**src/rtl/arb_pkg.sv**
```systemverilog
// Shared definitions for the four-requester round-robin arbiter.
//   N_REQ   : number of requesters
//   IDX_W   : width of a requester index
//   state_e : arbiter state (IDLE, GRANT)
//   pick_t  : result of a circular priority search (found flag + index)
package arb_pkg;

  localparam int unsigned N_REQ = 4;
  localparam int unsigned IDX_W = 2;

  typedef enum logic {
    IDLE  = 1'b0,
    GRANT = 1'b1
  } state_e;

  typedef struct packed {
    logic             found;
    logic [IDX_W-1:0] idx;
  } pick_t;

endpackage

```
**src/rtl/arb4_rr_decoder2to4.sv**
```systemverilog
// 2:4 decoder with enable, driving the one-hot grant vector.
//   in  : 2-bit select
//   en  : enable; out is all-zero when low
//   out : one-hot decode of in when en is high
module decoder2to4
  import arb_pkg::*;
(
  input  logic [IDX_W-1:0] in,
  input  logic             en,
  output logic [N_REQ-1:0] out
);

  always_comb begin
    out = '0;
    if (en) begin
      out[in] = 1'b1;
    end
  end

endmodule

```
**src/rtl/arb4_rr.sv**
```systemverilog
// Four-requester round-robin arbiter. Owns a shared resource on behalf of
// one requester at a time, holds the grant while the owner keeps requesting
// (up to MAX_HOLD cycles), then rotates priority and hands off back-to-back
// when another request is pending.
//   clk : rising-edge clock
//   rst : synchronous active-high reset
//   req : level-sensitive request vector, one bit per requester
//   sel : registered index of the granted requester
//   en  : registered grant valid
//   gnt : one-hot grant, decode(sel) when en is high, else zero
module arb4_rr
  import arb_pkg::*;
#(
  parameter int unsigned MAX_HOLD = 8
) (
  input  logic             clk,
  input  logic             rst,
  input  logic [N_REQ-1:0] req,
  output logic [IDX_W-1:0] sel,
  output logic             en,
  output logic [N_REQ-1:0] gnt
);

  localparam int unsigned     CNT_W    = $clog2(MAX_HOLD) + 1;
  localparam logic [CNT_W-1:0] CNT_LAST = CNT_W'(MAX_HOLD - 1);

  // First set bit of r in circular order start, start+1, ... (mod N_REQ).
  function automatic pick_t rr_pick(input logic [N_REQ-1:0] r,
                                    input logic [IDX_W-1:0] start);
    pick_t            p;
    logic [IDX_W-1:0] idx;
    p = '0;
    for (int unsigned i = 0; i < N_REQ; i++) begin
      idx = start + IDX_W'(i);
      if (!p.found && r[idx]) begin
        p.found = 1'b1;
        p.idx   = idx;
      end
    end
    return p;
  endfunction

  state_e           state_q, state_d;
  logic [IDX_W-1:0] sel_q,   sel_d;
  logic             en_q,    en_d;
  logic [IDX_W-1:0] ptr_q,   ptr_d;
  logic [CNT_W-1:0] cnt_q,   cnt_d;

  logic [IDX_W-1:0] sel_nxt;
  pick_t            pick_idle;
  pick_t            pick_rel;
  logic             hold;

  always_ff @(posedge clk) begin
    if (rst) begin
      state_q <= IDLE;
      sel_q   <= '0;
      en_q    <= 1'b0;
      ptr_q   <= '0;
      cnt_q   <= '0;
    end else begin
      state_q <= state_d;
      sel_q   <= sel_d;
      en_q    <= en_d;
      ptr_q   <= ptr_d;
      cnt_q   <= cnt_d;
    end
  end

  assign sel_nxt   = sel_q + IDX_W'(1);
  assign pick_idle = rr_pick(req, ptr_q);
  // Searching from sel+1 puts the current owner last, so a sole requester
  // at timeout is simply re-granted with a fresh count.
  assign pick_rel  = rr_pick(req, sel_nxt);
  assign hold      = req[sel_q] && (cnt_q < CNT_LAST);

  always_comb begin
    state_d = state_q;
    sel_d   = sel_q;
    en_d    = en_q;
    ptr_d   = ptr_q;
    cnt_d   = cnt_q;

    unique case (state_q)
      IDLE: begin
        en_d = 1'b0;
        if (pick_idle.found) begin
          sel_d   = pick_idle.idx;
          en_d    = 1'b1;
          cnt_d   = '0;
          state_d = GRANT;
        end
      end

      GRANT: begin
        if (hold) begin
          cnt_d = cnt_q + CNT_W'(1);
        end else begin
          ptr_d = sel_nxt;
          cnt_d = '0;
          if (pick_rel.found) begin
            sel_d = pick_rel.idx;
            en_d  = 1'b1;
          end else begin
            en_d    = 1'b0;
            state_d = IDLE;
          end
        end
      end

      default: begin
        en_d    = 1'b0;
        state_d = IDLE;
      end
    endcase
  end

  assign sel = sel_q;
  assign en  = en_q;

  decoder2to4 u_dec (
    .in  (sel_q),
    .en  (en_q),
    .out (gnt)
  );

endmodule

```
**config.mk**
```make
export PLATFORM = sky130hd
export DESIGN_NAME = arb4_rr
export DESIGN_NICKNAME = d
export VERILOG_FILES = /design/src/rtl/arb_pkg.sv /design/src/rtl/arb4_rr_decoder2to4.sv /design/src/rtl/arb4_rr.sv
export SDC_FILE = /design/constraint.sdc
export NUM_CORES = 1
export LEC_CHECK = 0
export CORE_MARGIN = 3
export CORE_UTILIZATION = 40
export CTS_CLUSTER_SIZE = 12
export DETAILED_ROUTE_END_ITERATION = 10
export DONT_BUFFER_PORTS = 1
export HOLD_SLACK_MARGIN = 0.03
export SYNTH_ARGS = -nofsm -noshare
export SYNTH_HDL_FRONTEND = slang
export SYNTH_SLANG_ARGS = --single-unit
```
**constraint.sdc**
```tcl
create_clock -name clk -period 3 [get_ports clk]
set_clock_uncertainty 0.05 [all_clocks]
set_input_delay 0.6 -clock clk [delete_from_list [all_inputs] [get_ports clk]]
set_output_delay 0.6 -clock clk [all_outputs]
set_load 0.05 [all_outputs]
```
Yosys cells after proc, flatten, opt, wreduce, memory -nomap -nowiden
Cells that the tools add are included.
{"block": "classes", "n_bitwise": 2, "magnitude_cmp": 11, "addsub": 8, "reduce_logical": 16, "eq_ne": 3, "mux": 42}
{"operator": "less-than comparator 2 x 3 -> 1 bit, second input constant", "n": 9}
{"operator": "two-way mux 3 bit", "n": 8}
{"operator": "binary-select mux 1 bit (select 2 bit)", "n": 9}
{"operator": "two-way mux 1 bit", "n": 14}
{"operator": "two-way mux 4 bit", "n": 3}
{"operator": "adder 2 bit, second input constant", "n": 4}
{"operator": "logical AND 1 bit", "n": 8}
{"operator": "case mux 4 bit (2 select lines)", "n": 1}
{"operator": "adder 2 x 1 -> 2 bit, second input constant", "n": 3}
{"operator": "logical NOT 1 bit", "n": 6}
{"operator": "two-way mux 2 bit", "n": 3}
{"operator": "adder 4 x 1 -> 4 bit, second input constant", "n": 1}
{"operator": "less-than comparator 4 x 3 -> 1 bit, second input constant", "n": 1}
{"operator": "!= test 2 bit, second input constant", "n": 2}
{"operator": "case mux 1 bit (2 select lines)", "n": 2}
{"operator": "case mux 2 bit (2 select lines)", "n": 1}
{"operator": "AND reduction 3 bit", "n": 1}
{"operator": "demux 1 bit (select 2 bit)", "n": 1}
{"operator": ">= comparator 2 x 1 -> 1 bit, second input constant", "n": 1}
{"operator": "!= test 2 x 1 -> 1 bit, second input constant", "n": 1}
{"operator": "NOT 1 bit", "n": 2}
{"operator": "AND reduction 2 bit", "n": 1}
{"block": "totals", "input_bits": 6, "out_inout_bits": 7, "wordCells": 87, "reg_bits": 10}

Depth between registers and ports, before layout
Gate-level depths: netlist of run 1.
{"block": "depth", "ltp_word": 16, "ltp_mapped": 8}

Hierarchy
Synthesis of run 1 repeated with hierarchy kept, for this count alone.
{"block": "hier_totals", "hier_cells": 96, "hier_area_um2": 768.2}
{"module": "arb4_rr", "area_per_inst_um2": 730.7, "n_inst": 1, "cells_per_inst": 92}
{"module": "decoder2to4", "area_per_inst_um2": 37.5, "n_inst": 1, "cells_per_inst": 4}

Least setup slack after synthesis of run 1
Ideal clock, no wire load.
{"block": "synth_path", "kind": "register to register", "from": "register sel_q[0] (netlist: sel[0])", "to": "register sel_q[0] (netlist: sel[0])", "setup_time_ps": 123, "path_buffers": 1, "arrival_ps": 2307, "path_stages_with_launch": 8, "path_slack_ps": 520, "period_less_slack_ps": 2480, "cell_sequence": "dfxtp_1 buf_6 inv_1 ha_1 mux4_2 a211o_1 a21boi_1 mux2_1"}
{"block": "synth_between", "elab_chain_cells": 16, "elab_cells_between_ends": 31}
{"element": "start: declaration", "line_no": "arb4_rr.sv:44", "rtl": "logic [IDX_W-1:0] sel_q, sel_d;"}
{"element": "start signal: assignment", "line_no": "arb4_rr.sv:63", "rtl": "sel_q <= sel_d;"}
{"element": "adder 2 x 1 -> 2 bit *", "line_no": "arb4_rr.sv:70", "rtl": "assign sel_nxt = sel_q + IDX_W'(1);"}
{"element": "via sel_nxt[0]", "line_no": "arb4_rr.sv:49", "rtl": "logic [IDX_W-1:0] sel_nxt;"}
{"element": "parallel branches: the longest is 11 deep, another holds adder 2 x 1 -> 2 bit"}
{"element": "two-way mux 3 bit *", "line_no": "arb4_rr.sv:35", "rtl": "if (!p.found && r[idx]) begin"}
{"element": "two-way mux 2 bit", "line_no": "arb4_rr.sv:101", "rtl": "if (pick_rel.found) begin"}
{"element": "two-way mux 2 bit", "line_no": "arb4_rr.sv:96", "rtl": "if (hold) begin"}
{"element": "case mux 2 bit (2 select lines)", "line_no": "arb4_rr.sv:84", "rtl": "unique case (state_q)"}
Mark *: on every way through the listed nets, which the timed path passes. The select of a mux whose other input is x is not followed.
A chain may end at the register's enable or synchronous reset.

Final worst setup path of run 1
Same ends and word-level chain as after synthesis.

==> impl_metrics.toml, run 1 <==
[route]
drt_iter0_drc = 10
vias_per_cell = 5.44
drtAntennaViolNets = 0
avgRoutedWirePerCell_um = 13.7
vias = 593
wl_mm = 1.49
route.detailed.drc = 0
firstDrtPassIters = 4

[clocking]
cts_max_level = 1
cts.clk_slew.worst_paths_ns = 0.06
clockRootBuffer = "clkbuf_4"
cts_resized = 0
cts_made_buffers = 3
clkLatencyLatePin_ns = 0.26
clockBufferDepth = 2
cts_tree = "yes"
clkSinkCount = 10
post_cts_buffers = 0
postCtsHoldBufs = 0

[outcome]
status = "finished, final reports clean"

[timing]
slew_headroom = 0.588
worst_pin_slew_ns = 0.614
drv_slew = 0
rsz0062_at_grt = "no"
max_freq_mhz = 425
timing.final.crit_share = 0.784
final_hold_viol_count = 0
setup_viol = 0
period_needed_ns = 2.35
finalSetupTns_ns = 0

[logic_synthesis]
synthArstFlopShare = 0
synth.largest_area_cell = "dfxtp_1"
synth.most_common_cell = "a21oi_1"
ys_top_cells_by_area = "dfxtp_1 (27%), ha_1 (8.5%), a21oi_1 (7.5%)"
ys_seq_area_frac = 0.274
synth.distinct_cells = 32
avgSynthCellArea_um2 = 8.51
synth_ff_type = "dfxtp_1"
syn_inst = 86
ys_ff_latch = 10
ys_warn_count = 0
netlist.area_leader.share = 0.274
synth_fp_nets = 97
netlist_area_um2 = 732
synth_enable_flop_cells = 0
ys_top_cells_by_count = "a21oi_1 (11), dfxtp_1 (10), nor2_1 (10), and2_1 (5), ha_1 (5)"

[final_layout]
seqCellArea_um2 = 200
multi_input_area_um2 = 475
drive_gt1_frac = 0.106
antennaDiodeCount = 0
fillCellCount = 180
area_delta_synth_final_pct = 3.59
finish.net_count = 98

[placement]
portBuffers = 0
dp_hpwl_mm = 1.13
gp_congestion = 0.839

[global_routing]
antenna_found_initial = 0
grt_remaining_overflow = 0
grt_start_max_net_pins = 12
grt_pass1_vias = 576
track_usage = 0.141
grt_pass1_wl_mm = 2.63

[critical_path]
critPathKind = "reg -> reg"
cp_max_fo = 9
critical_path_buf_inv_count = 1
end_kind = "register"
critPathLaunchType = "register"
crit_family = "multiplexers"
worstPathRequired_ns = 3.10
arrival_ns = 2.45
cp_slowest_cell = "dfxtp_1"
cp_cell_sequence = "inv_1, ha_1, mux4_2, a211o_1, a21boi_1, mux2_1"
slowest_delay_ns = 0.52

[die]
die-area_mm2 = 0.00238
start_util = 0.454
die_h_um = 48.8
io_pins = 13
core_area_mm2 = 0.00161
row_count = 14
fp.dieW_um = 48.8

[power]
power.density_mw_per_mm2 = 495
leakagePower_nw = 0.302
ir_worst_vdd_mv = 0.198
power.total_uw = 375

[hold_path]
worst_hold_path_type = "in -> reg"

[run]
drv_cap = 0
==> area by class of cell <==
class / count / area share
clock buffers: 3 / 0.0297
inverters: 4 / 0.0198
multi-input cells: 66 / 0.627
flip-flops and latches: 10 / 0.264
well taps: 24 / 0.0396
repair buffers: 2 / 0.0198
==> stage by stage <==
step	hold slack, ns	std cells	instance area (µm²)	setup slack [ns]	utilization
after floorplan	0.382	86	732	0.520	-
after global placement	0.388	106	736	0.747	0.457
after detailed placement	0.390	106	736	0.640	0.457
after CTS	0.348	109	758	0.636	0.470
after global routing	0.342	109	758	0.483	0.470
final	0.357	109	758	0.649	0.470
==> worst register-to-register path: cells and delay by family, from the launching register on <==
| kind | cells | cell delay, ns |
|---|---|---|
| flops | 1 | 0.52 |
| fa+ha+maj | 1 | 0.41 |
| mux | 2 | 0.66 |
| compound gates | 2 | 0.45 |
| buf+inv | 1 | 0.15 |
==> flip-flops by register name, summed over array words and instances (netlist names) <==
register,cells
cnt_q,4
ptr_q,2
state_q,1
sel,2
en,1
==> layout by cell type, fill, tap and decap left out, drive strengths merged, types with 2 or more instances in the layout <==
master / Yosys / final
inv: 4 / 4
mux4: 2 / 2
nor3: 2 / 2
and2: 5 / 5
nand2: 3 / 3
mux2i: 2 / 2
dfxtp: 10 / 10
buf: 5 / 2
nor2: 11 / 11
o21ai: 4 / 4
ha: 5 / 5
nor2b: 4 / 4
a211oi: 3 / 3
a21oi: 11 / 11
clkbuf: 1 / 3
==> power breakdown <==
group,internal (mW),switching [mW]
registers,0.144,0.0185
logic,0.0491,0.0780
clock network,0.0460,0.0400
total,0.239,0.137
==> cells by family after synthesis <==
| group | count (synthesis) | synth area share |
|---|---|---|
| buf+inv | 10 | 0.0769 |
| compound gates | 24 | 0.200 |
| fa+ha+maj | 5 | 0.0855 |
| mux | 5 | 0.104 |
| simple gates | 32 | 0.260 |
| flops | 10 | 0.274 |
==> path summary, 6_finish.rpt <==
check	start	end	slack, ns	cells past startpoint
max	sel[0]	sel[0]	0.65	6
min	rst	en	0.36	1
max reg2reg	sel[0]	sel[0]	0.65	6
min reg2reg	cnt_q[3]	cnt_q[3]	0.40	2
==> layer usage <==
layer  wire length, µm  global-route usage
met4                10              0.0427
met3               122              0.0703
met1               688               0.178
met2               672               0.210
met5                 0                   0
(Power assumes the default switching activity.)
==> run 2, diff against run 1 <==
Settings changed: ABC_AREA set to 1.
Clock period 3 ns to 2.4 ns, I/O delays scaled along.
==> run 2 against run 1 <==
  * Die area grew 39%
  * Sequential share of layout area shrank 8.3 points
  * Setup slack lost 0.28 ns
  * Critical endpoint is now gnt[3]
  * Largest power group is now combinational cells
==> impl_metrics.toml, run 2 <==
[final_layout]
finish.net_count = 195
fillCellCount = 263
mostFrequentLayoutCells = "nand2_1 (74), inv_1 (16), nand2_2 (15)"
drive_gt1_frac = 0.209
utilization = 0.443
layout_commonest_cell = "nand2_1"
antennaDiodeCount = 0
top_register = "cnt_q"
area_delta_synth_final_pct = 4.60
largest_reg_flops = 4
finalNonFillerCells = 212

[route]
vias = 1086
drtAntennaViolNets = 0
route.detailed.drc = 0
wl_mm = 2.32
drt_iter0_drc = 54
vias_per_cell = 5.12
firstDrtPassIters = 4
avgRoutedWirePerCell_um = 11.0

[die]
start_util = 0.424
core_area_mm2 = 0.00250
die-area_mm2 = 0.00330
die_h_um = 57.5
fp.dieW_um = 57.5
row_count = 18
io_pins = 13

[power]
power.density_mw_per_mm2 = 1380
ir_worst_vdd_mv = 0.826
power.total_mw = 1.53
leakagePower_nw = 0.612

[timing]
slew_headroom = 0.722
rsz0062_at_grt = "no"
finalSetupTns_ns = 0
timing.final.crit_share = 0.847
period_needed_ns = 2.03
setup_viol = 0
final_hold_viol_count = 0
worst_pin_slew_ns = 0.417
drv_slew = 0
max_freq_mhz = 492

[critical_path]
cp_max_fo = 11
critical_path_buf_inv_count = 2
critPathLaunchType = "register"
worstPathRequired_ns = 1.87
end_kind = "output port"
critPathKind = "reg -> out"
cp_slowest_cell = "dfxtp_1"
slowest_delay_ns = 0.40
crit_family = "buffers and inverters"
rrSetupSlack_ns = 0.46
cp_cell_sequence = "buf_4, ha_1, nand2_1, inv_1"
arrival_ns = 1.50

[logic_synthesis]
synth_enable_flop_cells = 0
synth.distinct_cells = 25
netlist.area_leader.share = 0.262
synth.largest_area_cell = "nand2_1"
ys_top_cells_by_area = "nand2_1 (26%), dfxtp_1 (19%), nand2_2 (8.9%)"
synth.most_common_cell = "nand2_1"
synth_ff_type = "dfxtp_1"
netlist_area_mm2 = 0.00106
synthArstFlopShare = 0
ys_ff_latch = 10
avgSynthCellArea_um2 = 5.92
ys_top_cells_by_count = "nand2_1 (74), inv_1 (16), nand2_2 (15), a21oi_1 (10), dfxtp_1 (10)"
ys_warn_count = 0
synth_fp_nets = 190
ys_seq_area_frac = 0.189
syn_inst = 179

[global_routing]
grt_remaining_overflow = 0
busiest_layer = "met2"
grt_pass1_wl_mm = 4.25
met1_usage = 0.214
antenna_found_initial = 0
track_usage = 0.156
grt_pass1_vias = 1017
met2_usage = 0.253
grtUsageMet3 = 0.0181
grt_start_max_net_pins = 14

[clocking]
postCtsHoldBufs = 0
post_cts_buffers = 0
cts_tree = "yes"
clockBufferDepth = 2
cts_made_buffers = 3
clockRootBuffer = "clkbuf_4"
clkSinkCount = 10
cts_resized = 0
clkLatencyLatePin_ns = 0.25
cts.clk_slew.worst_paths_ns = 0.06
cts_max_level = 1

[run]
drv_cap = 0

[placement]
dp.cells = 209
gp_congestion = 0.842
portBuffers = 0
dp_hpwl_mm = 1.95

[outcome]
status = "finished, final reports clean"

[hold_path]
worst_hold_path_type = "in -> reg"
==> run 2: cell count changes in the layout (fill, tap and decap cells not counted), sizes merged, moves of 2 or more <==
cell and delta:
nand3 +12, nor2 -4, a211oi -2, nand2 +86, inv +19, mux4 -2
nor3 -2, nand3b +2, nand4 +5, and2 -3, nor2b -4, mux2i -2
o21ai +4
==> run 2: cells by family after synthesis <==
group	share of synthesized area
simple gates	0.529
buf+inv	0.118
fa+ha+maj	0.0590
flops	0.189
compound gates	0.105
==> run 2: final cells by class <==
| cell class | instances | area [µm²] | share of cell area |
|---|---|---|---|
| clock buffers | 3 | 22.5 | 0.0203 |
| inverters | 23 | 91.3 | 0.0824 |
| multi-input cells | 143 | 734 | 0.663 |
| flip-flops and latches | 10 | 200 | 0.181 |
| well taps | 30 | 37.5 | 0.0339 |
| repair buffers | 3 | 22.5 | 0.0203 |
==> run 2: power by group <==
part / switching [mW] / total (mW) / internal [mW]
sequential: 0.0490 / 0.259 / 0.210
clock: 0.0499 / 0.107 / 0.0575
combinational: 0.805 / 1.16 / 0.358
total: 0.904 / 1.53 / 0.625
==> run 2: worst paths after layout <==
kind / endpoint / cells past startpoint / startpoint
worst max-delay path: gnt[3] / 4 / sel[0]
worst min-delay path: en / 1 / rst
worst max register to register: sel[0] / 15 / sel[0]
worst min register to register: cnt_q[3] / 2 / cnt_q[3]
==> run 2: metrics by stage <==
stage                     hold WS [ns]  setup slack, ns  instance area [µm²]
final                            0.240            0.367                 1110
after global routing             0.214            0.280                 1110
after CTS                        0.237            0.357                 1110
after detailed placement         0.402            0.480                 1090
after global placement           0.404            0.531                 1090
after floorplan                  0.383           0.0393                 1060
==> run 2: per-layer routing <==
layer  wire length (µm)  part of all wire
met3                 87             0.037
met2               1120              0.48
met5                  0                 0
met4                 14            0.0060
met1               1100              0.48
